`src/rtl/nco_pkg.sv`:
```
`default_nettype none
// +----------------------------------------------------------------------------+
// | Module      : nco_pkg                                                      |
// | Description : Shared constants, quadrant encoding and quarter-wave table   |
// |               generation for the quadrature NCO.                           |
// | Revision    : 1.0 - initial release                                        |
// +----------------------------------------------------------------------------+
package nco_pkg;

    localparam int c_ACC_WIDTH      = 32;
    localparam int c_LUT_ADDR_WIDTH = 8;
    localparam int c_OUT_WIDTH      = 16;

    // Default table depth (N) and peak amplitude (A)
    localparam int c_N = 1 << (c_LUT_ADDR_WIDTH - 2);
    localparam int c_A = (1 << (c_OUT_WIDTH - 1)) - 1;

    // Quadrant = top two bits of the full-cycle lookup address
    typedef enum logic [1:0] {
        QUAD_0 = 2'd0,
        QUAD_1 = 2'd1,
        QUAD_2 = 2'd2,
        QUAD_3 = 2'd3
    } quad_t;

    // Q1.15 gain: unity, rounding constant and shift
    localparam logic [15:0] c_GAIN_UNITY = 16'd32768;
    localparam int          c_ROUND      = 1 << 14;
    localparam int          c_GAIN_SHIFT = 15;

    localparam real c_PI = 3.14159265358979323846;

    // Quarter-wave entry with half-sample offset, so no entry is ever zero:
    // round(A * sin(2*pi*(k+0.5)/2^addr_w)); argument is in the first quadrant.
    function automatic int lut_value(input int k, input int addr_w, input int out_w);
        real amp;
        real ang;
        amp = real'((1 << (out_w - 1)) - 1);
        ang = 2.0 * c_PI * (real'(k) + 0.5) / real'(1 << addr_w);
        return $rtoi(amp * $sin(ang) + 0.5);
    endfunction

endpackage
`default_nettype wire

```
`src/rtl/nco_iq_if.sv`:
```
`default_nettype none
// +----------------------------------------------------------------------------+
// | Module      : nco_iq_if                                                    |
// | Description : Control, configuration and sample bus of the quadrature NCO. |
// | Revision    : 1.0 - initial release                                        |
// +----------------------------------------------------------------------------+
interface nco_iq_if #(
    parameter int ACC_WIDTH = 32,
    parameter int OUT_WIDTH = 16
);
    logic                        step_in;
    logic                        phase_clr_in;
    logic                        cfg_valid_in;
    logic [ACC_WIDTH-1:0]        fcw_in;
    logic [ACC_WIDTH-1:0]        phase_off_in;
    logic [15:0]                 gain_in;
    logic signed [OUT_WIDTH-1:0] i_out;
    logic signed [OUT_WIDTH-1:0] q_out;
    logic                        valid_out;

    // Controller side
    modport master (
        output step_in, phase_clr_in, cfg_valid_in, fcw_in, phase_off_in, gain_in,
        input  i_out, q_out, valid_out
    );

    // Oscillator side
    modport slave (
        input  step_in, phase_clr_in, cfg_valid_in, fcw_in, phase_off_in, gain_in,
        output i_out, q_out, valid_out
    );
endinterface
`default_nettype wire

```
`src/rtl/nco_quarter_lut.sv`:
```
`default_nettype none
// +----------------------------------------------------------------------------+
// | Module      : nco_quarter_lut                                              |
// | Description : Dual-read-port synchronous quarter-wave sine ROM, one-cycle  |
// |               read latency, contents built at elaboration.                 |
// | Revision    : 1.0 - initial release                                        |
// +----------------------------------------------------------------------------+
module nco_quarter_lut
    import nco_pkg::*;
#(
    parameter int LUT_ADDR_WIDTH = c_LUT_ADDR_WIDTH,
    parameter int OUT_WIDTH      = c_OUT_WIDTH
) (
    input  wire logic                      clk_in,
    input  wire logic                      rst_n_in,
    input  wire logic [LUT_ADDR_WIDTH-3:0] i_addr_i,
    input  wire logic [LUT_ADDR_WIDTH-3:0] i_addr_q,
    output logic      [OUT_WIDTH-2:0]      o_mag_i,
    output logic      [OUT_WIDTH-2:0]      o_mag_q
);
    localparam int c_ENTRIES = 1 << (LUT_ADDR_WIDTH - 2);
    localparam int c_MAG_W   = OUT_WIDTH - 1;

    logic [c_MAG_W-1:0] w_rom [c_ENTRIES];

    generate
        for (genvar k = 0; k < c_ENTRIES; k++) begin : g_rom
            assign w_rom[k] = c_MAG_W'(lut_value(k, LUT_ADDR_WIDTH, OUT_WIDTH));
        end
    endgenerate

    // Registered read of both ports
    always_ff @(posedge clk_in or negedge rst_n_in) begin
        if (!rst_n_in) begin
            o_mag_i <= '0;
            o_mag_q <= '0;
        end else begin
            o_mag_i <= w_rom[i_addr_i];
            o_mag_q <= w_rom[i_addr_q];
        end
    end
endmodule
`default_nettype wire

```
`src/rtl/nco_iq.sv`:
```
`default_nettype none
// +----------------------------------------------------------------------------+
// | Module      : nco_iq                                                       |
// | Description : Quadrature NCO: phase accumulator, quarter-wave lookup,      |
// |               Q1.15 gain with round-half-up, 4-cycle fixed latency.        |
// | Revision    : 1.0 - initial release                                        |
// +----------------------------------------------------------------------------+
module nco_iq
    import nco_pkg::*;
#(
    parameter int                   ACC_WIDTH      = c_ACC_WIDTH,
    parameter int                   LUT_ADDR_WIDTH = c_LUT_ADDR_WIDTH,
    parameter int                   OUT_WIDTH      = c_OUT_WIDTH,
    parameter logic [ACC_WIDTH-1:0] DEFAULT_FCW    = ACC_WIDTH'(32'd582_397_566),
    parameter logic [ACC_WIDTH-1:0] DEFAULT_PHASE  = ACC_WIDTH'(32'h4000_0000)
) (
    input wire logic clk_in,
    input wire logic rst_n_in,
    nco_iq_if.slave  bus
);
    localparam int c_KW      = LUT_ADDR_WIDTH - 2;
    localparam int c_SHIFT   = ACC_WIDTH - LUT_ADDR_WIDTH;
    localparam int c_QUARTER = 1 << c_KW;
    localparam int c_PROD_W  = OUT_WIDTH + 17;

    // Signed raw sample times unsigned gain, round half up, arithmetic shift.
    function automatic logic signed [OUT_WIDTH-1:0] scale(
        input logic signed [OUT_WIDTH-1:0] raw,
        input logic        [15:0]          g
    );
        logic signed [c_PROD_W-1:0] prod;
        prod = c_PROD_W'(raw) * c_PROD_W'($signed({1'b0, g}));
        return OUT_WIDTH'((prod + c_PROD_W'(c_ROUND)) >>> c_GAIN_SHIFT);
    endfunction

    // ---------------- stage 0: phase sample and address ----------------
    logic [ACC_WIDTH-1:0]      r_acc, r_fcw, r_poff, w_phase;
    logic [15:0]               r_gain, w_gain_clamp;
    logic [LUT_ADDR_WIDTH-1:0] w_addr_q, w_addr_i;

    assign w_phase      = bus.phase_clr_in ? '0 : r_acc;
    assign w_gain_clamp = (bus.gain_in > c_GAIN_UNITY) ? c_GAIN_UNITY : bus.gain_in;
    assign w_addr_q     = LUT_ADDR_WIDTH'((w_phase + r_poff) >> c_SHIFT);
    assign w_addr_i     = w_addr_q + LUT_ADDR_WIDTH'(c_QUARTER);

    // Accumulator advance and configuration load (new config applies to the next step)
    always_ff @(posedge clk_in or negedge rst_n_in) begin
        if (!rst_n_in) begin
            r_acc  <= '0;
            r_fcw  <= DEFAULT_FCW;
            r_poff <= DEFAULT_PHASE;
            r_gain <= c_GAIN_UNITY;
        end else begin
            r_acc <= w_phase + (bus.step_in ? r_fcw : '0);
            if (bus.cfg_valid_in) begin
                r_fcw  <= bus.fcw_in;
                r_poff <= bus.phase_off_in;
                r_gain <= w_gain_clamp;
            end
        end
    end

    // ---------------- stage 1: registered address ----------------
    logic                      r_vld1;
    logic [LUT_ADDR_WIDTH-1:0] r_a_i, r_a_q;
    logic [15:0]               r_g1;

    // Launch: capture address and the gain in force for this sample
    always_ff @(posedge clk_in or negedge rst_n_in) begin
        if (!rst_n_in) begin
            r_vld1 <= 1'b0;
            r_a_i  <= '0;
            r_a_q  <= '0;
            r_g1   <= '0;
        end else begin
            r_vld1 <= bus.step_in;
            r_a_i  <= w_addr_i;
            r_a_q  <= w_addr_q;
            r_g1   <= r_gain;
        end
    end

    // Quadrant fold: odd quadrants read the table mirrored, upper half is negated
    quad_t             w_quad_i, w_quad_q;
    logic [c_KW-1:0]   w_k_i, w_k_q;
    logic              w_neg_i, w_neg_q;

    assign w_quad_i = quad_t'(r_a_i[LUT_ADDR_WIDTH-1 -: 2]);
    assign w_quad_q = quad_t'(r_a_q[LUT_ADDR_WIDTH-1 -: 2]);
    assign w_k_i    = (w_quad_i == QUAD_1 || w_quad_i == QUAD_3) ? ~r_a_i[c_KW-1:0] : r_a_i[c_KW-1:0];
    assign w_k_q    = (w_quad_q == QUAD_1 || w_quad_q == QUAD_3) ? ~r_a_q[c_KW-1:0] : r_a_q[c_KW-1:0];
    assign w_neg_i  = (w_quad_i == QUAD_2 || w_quad_i == QUAD_3);
    assign w_neg_q  = (w_quad_q == QUAD_2 || w_quad_q == QUAD_3);

    // ---------------- stage 2: table read ----------------
    logic [OUT_WIDTH-2:0] w_mag_i, w_mag_q;

    nco_quarter_lut #(
        .LUT_ADDR_WIDTH (LUT_ADDR_WIDTH),
        .OUT_WIDTH      (OUT_WIDTH)
    ) u_lut (
        .clk_in   (clk_in),
        .rst_n_in (rst_n_in),
        .i_addr_i (w_k_i),
        .i_addr_q (w_k_q),
        .o_mag_i  (w_mag_i),
        .o_mag_q  (w_mag_q)
    );

    logic        r_vld2, r_neg2_i, r_neg2_q;
    logic [15:0] r_g2;

    // Carry sign, gain and valid alongside the table read
    always_ff @(posedge clk_in or negedge rst_n_in) begin
        if (!rst_n_in) begin
            r_vld2   <= 1'b0;
            r_neg2_i <= 1'b0;
            r_neg2_q <= 1'b0;
            r_g2     <= '0;
        end else begin
            r_vld2   <= r_vld1;
            r_neg2_i <= w_neg_i;
            r_neg2_q <= w_neg_q;
            r_g2     <= r_g1;
        end
    end

    // ---------------- stage 3: apply quadrant sign ----------------
    logic                        r_vld3;
    logic signed [OUT_WIDTH-1:0] r_raw_i, r_raw_q;
    logic [15:0]                 r_g3;

    // Signed raw sample from magnitude and quadrant sign
    always_ff @(posedge clk_in or negedge rst_n_in) begin
        if (!rst_n_in) begin
            r_vld3  <= 1'b0;
            r_raw_i <= '0;
            r_raw_q <= '0;
            r_g3    <= '0;
        end else begin
            r_vld3  <= r_vld2;
            r_raw_i <= r_neg2_i ? -$signed({1'b0, w_mag_i}) : $signed({1'b0, w_mag_i});
            r_raw_q <= r_neg2_q ? -$signed({1'b0, w_mag_q}) : $signed({1'b0, w_mag_q});
            r_g3    <= r_g2;
        end
    end

    // ---------------- stage 4: gain, rounding, output ----------------
    logic                        r_valid_out;
    logic signed [OUT_WIDTH-1:0] r_i_out, r_q_out;

    // Outputs update only on a valid sample and hold otherwise
    always_ff @(posedge clk_in or negedge rst_n_in) begin
        if (!rst_n_in) begin
            r_valid_out <= 1'b0;
            r_i_out     <= '0;
            r_q_out     <= '0;
        end else begin
            r_valid_out <= r_vld3;
            if (r_vld3) begin
                r_i_out <= scale(r_raw_i, r_g3);
                r_q_out <= scale(r_raw_q, r_g3);
            end
        end
    end

    assign bus.valid_out = r_valid_out;
    assign bus.i_out     = r_i_out;
    assign bus.q_out     = r_q_out;
endmodule
`default_nettype wire

```
`src/flat_wrapper.sv`:
```
// flat-port wrapper written by rule: the top's interface ports become plain ports
module nco_iq_flat import nco_pkg::*;
#(
    parameter int                   ACC_WIDTH      = c_ACC_WIDTH,
    parameter int                   LUT_ADDR_WIDTH = c_LUT_ADDR_WIDTH,
    parameter int                   OUT_WIDTH      = c_OUT_WIDTH,
    parameter logic [ACC_WIDTH-1:0] DEFAULT_FCW    = ACC_WIDTH'(32'd582_397_566),
    parameter logic [ACC_WIDTH-1:0] DEFAULT_PHASE  = ACC_WIDTH'(32'h4000_0000)
)
  (clk_in, rst_n_in, bus_step_in, bus_phase_clr_in, bus_cfg_valid_in, bus_fcw_in, bus_phase_off_in, bus_gain_in, bus_i_out, bus_q_out, bus_valid_out);
  nco_iq_if #(.ACC_WIDTH(ACC_WIDTH), .OUT_WIDTH(OUT_WIDTH)) bus_i ();
  input wire logic clk_in;
  input wire logic rst_n_in;
  input wire logic [$bits(bus_i.step_in)-1:0] bus_step_in;
  input wire logic [$bits(bus_i.phase_clr_in)-1:0] bus_phase_clr_in;
  input wire logic [$bits(bus_i.cfg_valid_in)-1:0] bus_cfg_valid_in;
  input wire logic [$bits(bus_i.fcw_in)-1:0] bus_fcw_in;
  input wire logic [$bits(bus_i.phase_off_in)-1:0] bus_phase_off_in;
  input wire logic [$bits(bus_i.gain_in)-1:0] bus_gain_in;
  output wire logic [$bits(bus_i.i_out)-1:0] bus_i_out;
  output wire logic [$bits(bus_i.q_out)-1:0] bus_q_out;
  output wire logic [$bits(bus_i.valid_out)-1:0] bus_valid_out;
  assign bus_i.step_in = bus_step_in;
  assign bus_i.phase_clr_in = bus_phase_clr_in;
  assign bus_i.cfg_valid_in = bus_cfg_valid_in;
  assign bus_i.fcw_in = bus_fcw_in;
  assign bus_i.phase_off_in = bus_phase_off_in;
  assign bus_i.gain_in = bus_gain_in;
  assign bus_i_out = bus_i.i_out;
  assign bus_q_out = bus_i.q_out;
  assign bus_valid_out = bus_i.valid_out;
  nco_iq #(.ACC_WIDTH(ACC_WIDTH), .LUT_ADDR_WIDTH(LUT_ADDR_WIDTH), .OUT_WIDTH(OUT_WIDTH), .DEFAULT_FCW(DEFAULT_FCW), .DEFAULT_PHASE(DEFAULT_PHASE)) u_core (.clk_in(clk_in), .rst_n_in(rst_n_in), .bus(bus_i));
endmodule
```
`config.mk`:
```
export PLATFORM = sky130hd
export DESIGN_NAME = nco_iq_flat
export DESIGN_NICKNAME = d
export VERILOG_FILES = /design/src/rtl/nco_pkg.sv /design/src/rtl/nco_iq_if.sv /design/src/rtl/nco_quarter_lut.sv /design/src/rtl/nco_iq.sv /design/src/flat_wrapper.sv
export SDC_FILE = /design/constraint.sdc
export NUM_CORES = 2
export LEC_CHECK = 0
export CORE_ASPECT_RATIO = 1.25
export CORE_MARGIN = 4
export CORE_UTILIZATION = 30
export CTS_CLUSTER_DIAMETER = 80
export DETAILED_ROUTE_END_ITERATION = 16
export GPL_TIMING_DRIVEN = 0
export HOLD_SLACK_MARGIN = 0.06
export REMOVE_ABC_BUFFERS = 1
export SYNTH_ARGS = -nofsm -noshare
export SYNTH_HDL_FRONTEND = slang
export SYNTH_HIERARCHICAL = 1
export SYNTH_SLANG_ARGS = --single-unit
export TNS_END_PERCENT = 5
```
`constraint.sdc`:
```
create_clock -name clk_in -period 6.9 [get_ports clk_in]
set_clock_uncertainty 0.15 [all_clocks]
set_input_delay 1.38 -clock clk_in [delete_from_list [all_inputs] [get_ports clk_in]]
set_output_delay 1.38 -clock clk_in [all_outputs]
set_load 0.03 [all_outputs]
```
Word level (Yosys, flattened, before mapping)
Memory sizes are Yosys's and may differ from the RTL's. A register that Yosys moved wholly into a read port is not among the register bits.
Cells that the tools add are included.
Word-level totals
  register bits: 246
  ROM bits: 1920
  input port bits: 85
  word-level logic and storage cells: 54
  memories: 2
Operators by class
  add/subtract/negate cells: 7
  $mul: 2
  $lt $le $gt $ge: 1
  eq/ne operators: 6
  muxes and demuxes: 7
  bitwise operators: 4
  reduce and logical (&&, ||, !) cells: 6
Memory list
  (name not given): words 64, bits a word 15, rd ports 1, clocked after Yosys merged registers in 1, write ports 0, line nco_quarter_lut.sv:39  | o_mag_q <= w_rom[i_addr_q];
  (name not given): words 64, bits a word 15, rd ports 1, clocked after Yosys merged registers in 1, write ports 0, line nco_quarter_lut.sv:38  | o_mag_i <= w_rom[i_addr_i];
Operator list (number)
  32-bit adder: 2
  32-bit two-way mux: 2
  31-bit by 16-bit adder with 31-bit output (second input constant): 2
  16-bit by 17-bit multiplier with 31-bit output: 2
  16-bit two-way mux: 3
  15-bit negator with 16-bit output: 2
  16-bit > comparator (second input constant): 1
  6-bit NOT with 7-bit output: 2
  6-bit two-way mux: 2
  6-bit NOT: 2
  8-bit by 7-bit adder with 8-bit output (second input constant): 1
  2-bit equality test (second input constant): 4
  2-bit by 1-bit equality test with 1-bit output (second input constant): 2
  1-bit logical OR: 4
  1-bit zero test: 2

Depth between registers and ports, before layout
  depth in word-level cells: 4
  mapped depth: 23
  mapped depth without buffers: 21

By module
The synthesis kept the hierarchy.
Modules (own cells, without submodules)
  nco_iq: instances 1, cells each 2791, area an instance 27417.5 um^2
  nco_quarter_lut: instances 1, cells each 471, area an instance 3802.4 um^2

Worst setup path after synthesis
No wires, ideal clock.
  path kind: register to register
  start point: register u_core.r_raw_q[8]
  end point: register u_core.r_q_out[12] (netlist: u_core/bus.q_out[12])
  setup time: 0.071 ns
  arrival time: 5.952 ns
  required time: 6.679 ns
  setup slack: 0.727 ns
  cell stages (with the launch flop): 23
  path buffers: 1
  clock period less this slack: 6.173 ns
  cells stage by stage: dfrtp_1 > clkbuf_1 > nand2_1 > fa_1 > inv_1 > fa_1 > inv_1 > fa_1 > inv_1 > fa_1 > fa_1 > inv_1 > fa_1 > inv_1 > ha_1 > and4_1 > a211oi_1 > o311a_1 > o21ai_2 > a31oi_4 > o21ba_1 > or4b_1 > nand4_1
Between the ends
  word-level cells in the longest chain between the ends: 2
Ends and longest elaborated chain
  start: declaration: line nco_iq.sv:130  | logic signed [OUT_WIDTH-1:0] r_raw_i, r_raw_q;
  start signal: assignment: line nco_iq.sv:143  | r_raw_q <= r_neg2_q ? -$signed({1'b0, w_mag_q}) : $signed({1'b0, w_mag_q});
  16-bit by 17-bit multiplier with 31-bit output: line nco_iq.sv:32  | prod = c_PROD_W'(raw) * c_PROD_W'($signed({1'b0, g}));
  31-bit by 16-bit adder with 31-bit output: line nco_iq.sv:33  | return OUT_WIDTH'((prod + c_PROD_W'(c_ROUND)) >>> c_GAIN_SHIFT);
  end signal: assignment: line nco_iq.sv:162  | r_q_out <= scale(r_raw_q, r_g3);
  end: declaration: line nco_iq.sv:150  | logic signed [OUT_WIDTH-1:0] r_i_out, r_q_out;
No other way between the ends.
A chain may end at the register's enable or synchronous reset.

Final worst setup path
  start point: register u_core.r_g3[5]
  end point: register u_core.r_q_out[12] (netlist: u_core/bus.q_out[12])
Between the ends
  word-level cells in the longest chain between the ends: 2
Ends and longest elaborated chain
  start: declaration: line nco_iq.sv:131  | logic [15:0] r_g3;
  start signal: assignment: line nco_iq.sv:144  | r_g3 <= r_g2;
  16-bit by 17-bit multiplier with 31-bit output: line nco_iq.sv:32
  31-bit by 16-bit adder with 31-bit output: line nco_iq.sv:33
No other way between the ends.

==> impl_metrics.py <==
metrics = {
    "setup_path": {
        "path_class": "flop to flop",
        "cp-end-kind": "flop",
        "r2r_slack_ps": 190,
        "crit_fanout": 21,
        "startpoint_type": "flop",
        "cp_data_arrival_time_ps": 7050,
        "required_ps": 7240,
    },
    "timing": {
        "max_freq_mhz": 149.1,
        "finalMaxSlewViolations": 0,
        "post-route-min-period_ps": 6707,
        "worst_slack_ps": 193.4,
        "slew_headroom_pct": 17.63,
        "post-route-period-util_pct": 97.20,
        "grt_setup_unrepaired": "yes",
        "setup_violations": 0,
        "tightest_slew_ps": 1228,
        "hold_viol_final": 0,
    },
    "logic_synthesis": {
        "yosys.area.top_type_share_pct": 24.94,
        "synth-edff-count": 0,
        "ys_seq_elements": 270,
        "synth_flop_cell": "dfrtp_1",
        "yosysSeqAreaShare_pct": 21.72,
        "synthTopCellsByArea": "fa_1, dfrtp_1, ha_1",
        "postSynthAreaPerCell_um2": 9.571,
        "yosysTopAreaCell": "fa_1",
        "yosysUniqueCellTypes": 95,
        "synth_warnings": 6,
        "async_flop_share_pct": 100.0,
        "synthCells": 3262,
        "synth_area_um2": 31220,
    },
    "floorplanning": {
        "ios": 118,
        "die_area_um2": 109300,
        "die_x_um": 296.5,
        "coreArea_um2": 103400,
        "die_h_um": 368.7,
        "start_util_pct": 30.20,
        "rows": 132,
    },
    "grt": {
        "antenna_found_initial": 5,
        "grt_max_degree": 117,
        "gr-total-overflow": 0,
        "grt_pass1_vias": 23946,
        "grt_pass1_wl_um": 125600,
        "global_route.usage.total_pct": 14.20,
    },
    "route": {
        "drt-initial-drc-count": 1424,
        "vias_per_cell": 4.872,
        "num_vias": 22661,
        "drc_errors": 0,
        "routed_wl_um": 77050,
        "first_pass_iters": 5,
        "wl_per_cell_um": 16.57,
        "ant_nets": 0,
    },
    "cts": {
        "path_clk_slew_ps": 60,
        "cts_tree": "yes",
        "cts_sinks": 270,
        "clock_latency_ps": 570,
        "cts_root_buffer": "clkbuf_16",
        "cts-buffers-inserted": 36,
        "h-tree-depth": 2,
        "clockBufferDepth": 3,
    },
    "layout": {
        "area_growth_pct": 13.09,
        "fin_area_um2": 35310,
        "nFillCells": 10531,
        "fin_nets": 4061,
        "drive_gt1_share_pct": 8.371,
    },
    "outcome": {
        "status": "completed",
    },
    "placement": {
        "place.gp.congestion": 0.8531,
        "dpl-instance-area_um2": 33820,
        "place_ws_ps": -711.9,
        "post-dp-hpwl_um": 56650,
        "io_buffers": 117,
    },
    "job": {
        "drv_cap": 0,
    },
    "hold_path": {
        "hold_class": "flop to flop",
    },
}
## timing repair
item | 4_1_cts | 5_1_grt
endpoints found under the hold margin | 0 | 0
pin swaps | 0 | 4
hold buffers | 0 | 0
endpoints found under the setup margin | 23 | 15
resized for setup | 26 | 19
buffers inserted | 0 | 7
## metal layers
layer  share of wire [%]  up-vias  wire (um)  global-route usage [%]
met4                 3.0        4       2282                   3.693
met5               0.035        -         27                       0
met3                 4.9      123       3809                   2.070
met2                  51      526      39290                   25.78
li1                    -    10554          -                       -
met1                  41    11454      31640                   17.55
## metrics by stage
stage               cells  hold slack [ps]  setup TNS [ps]  util [%]
floorplan            3105            181.2               0         -
global placement     4562            181.6        -2082150     32.28
detailed placement   4577            184.6           -8576     32.71
CTS                  4642            179.2               0     33.98
global route         4649            203.1          -42.49     34.15
finish               4651            180.8               0     34.15
## state kept, by name, summed over array words and instances (netlist names), 15 cells and up
register,cells
u_core/u_lut/o_mag_q,15
u_core/r_g2,16
u_core/u_lut/o_mag_i,15
u_core/r_acc,32
u_core/r_gain,16
u_core/r_raw_i,16
u_core/r_g1,16
u_core/r_fcw,32
u_core/r_g3,16
u_core/bus.q_out,16
u_core/r_raw_q,16
u_core/r_poff,32
u_core/bus.i_out,16
## layout by cell type, fill, tap and decap left out, drive strengths merged, types with 28 or more instances in the layout
master	instances
o21ai	99
clkdlybuf4s50	114
nor2	96
nor3	28
nand2b	43
fa	389
inv	524
a21o	47
clkbuf	48
ha	305
nor2b	63
xor2	41
and2	261
a21oi	98
nand2	360
dfrtp	250
mux2	82
xnor2	60
nand3	28
## Yosys cell counts (7+ instances only)
| master | n |
|---|---|
| o31ai_1 | 15 |
| nor3_1 | 28 |
| xnor2_1 | 60 |
| o21ai_0 | 96 |
| o21a_1 | 15 |
| nand2_1 | 359 |
| nand3b_1 | 10 |
| inv_1 | 515 |
| nor2b_1 | 63 |
| a31oi_1 | 22 |
| and2_1 | 254 |
| clkbuf_1 | 121 |
| a221oi_1 | 10 |
| nand2b_1 | 43 |
| mux2i_1 | 8 |
| mux4_2 | 14 |
| a21oi_1 | 98 |
| a211oi_1 | 17 |
| a21o_1 | 46 |
| nand3_1 | 28 |
| fa_1 | 389 |
| and4_1 | 8 |
| buf_2 | 20 |
| a31o_2 | 7 |
| nor2_1 | 96 |
| nand4_1 | 13 |
| and3_1 | 18 |
| ha_1 | 305 |
| mux2_2 | 82 |
| dfrtp_1 | 250 |
| buf_4 | 7 |
| dfstp_2 | 20 |
| xor2_1 | 41 |
| or3_1 | 10 |
| o211ai_1 | 22 |
| a211o_1 | 9 |
## area by class of cell
| type | instances | area, um2 | area share (%) |
|---|---|---|---|
| Sequential cell | 270 | 6850 | 19.40 |
| Antenna cell | 2 | 5.005 | 0.01417 |
| Multi-Input combinational cell | 2316 | 21940 | 62.15 |
| Inverter | 519 | 1952 | 5.528 |
| Clock inverter | 17 | 255.2 | 0.7229 |
| Tap cell | 1340 | 1677 | 4.749 |
| Timing Repair Buffer | 139 | 1619 | 4.586 |
| Clock buffer | 48 | 1007 | 2.853 |
## final timing paths
| path | start | to | depth (start not counted) |
|---|---|---|---|
| worst max-delay path | u_core/r_g3[5]$_DFF_PN0_ | u_core/bus.q_out[12]$_DFFE_PN0P_ | 21 |
| worst min-delay path | u_core/r_g2[13]$_DFF_PN0_ | u_core/r_g3[13]$_DFF_PN0_ | 0 |
| worst max register to register | u_core/r_g3[5]$_DFF_PN0_ | u_core/bus.q_out[12]$_DFFE_PN0P_ | 21 |
| worst min register to register | u_core/r_g2[13]$_DFF_PN0_ | u_core/r_g3[13]$_DFF_PN0_ | 0 |
| max in group asynchronous | rst_n_in | u_core/r_raw_q[3]$_DFF_PN0_ | 2 |
| min in group asynchronous | rst_n_in | u_core/r_acc[27]$_DFF_PN0_ | 1 |
## cells by family (layout without fill, tap and decap cells)
kind of cell,Yosys count,count (layout),synth area share [%]
fa+ha+maj,694,694,37.17
other cells,0,2,0
buf+inv,676,723,8.452
compound gates,440,440,9.522
simple gates,976,976,15.99
xor+xnor,101,101,2.833
flops,270,270,21.72
mux,105,105,4.308
## worst max-delay path: stages, from the launching register on
cell and delay (ps):
dfrtp_4 580, buf_16 210, and2_1 170, fa_1 530, inv_1 60, fa_1 530, inv_1 50, fa_1 510
fa_1 440, fa_1 490, inv_1 50, fa_1 480, inv_1 50, ha_1 360, and4_4 260, nand3_1 130
o41a_1 400, o21ai_2 130, a31oi_4 180, o21ba_1 240, or4b_1 520, nand4_1 100
Power is left out: the tool's default activity adds up to more than one toggle a clock period on the data nets, which glitch-free logic cannot reach.
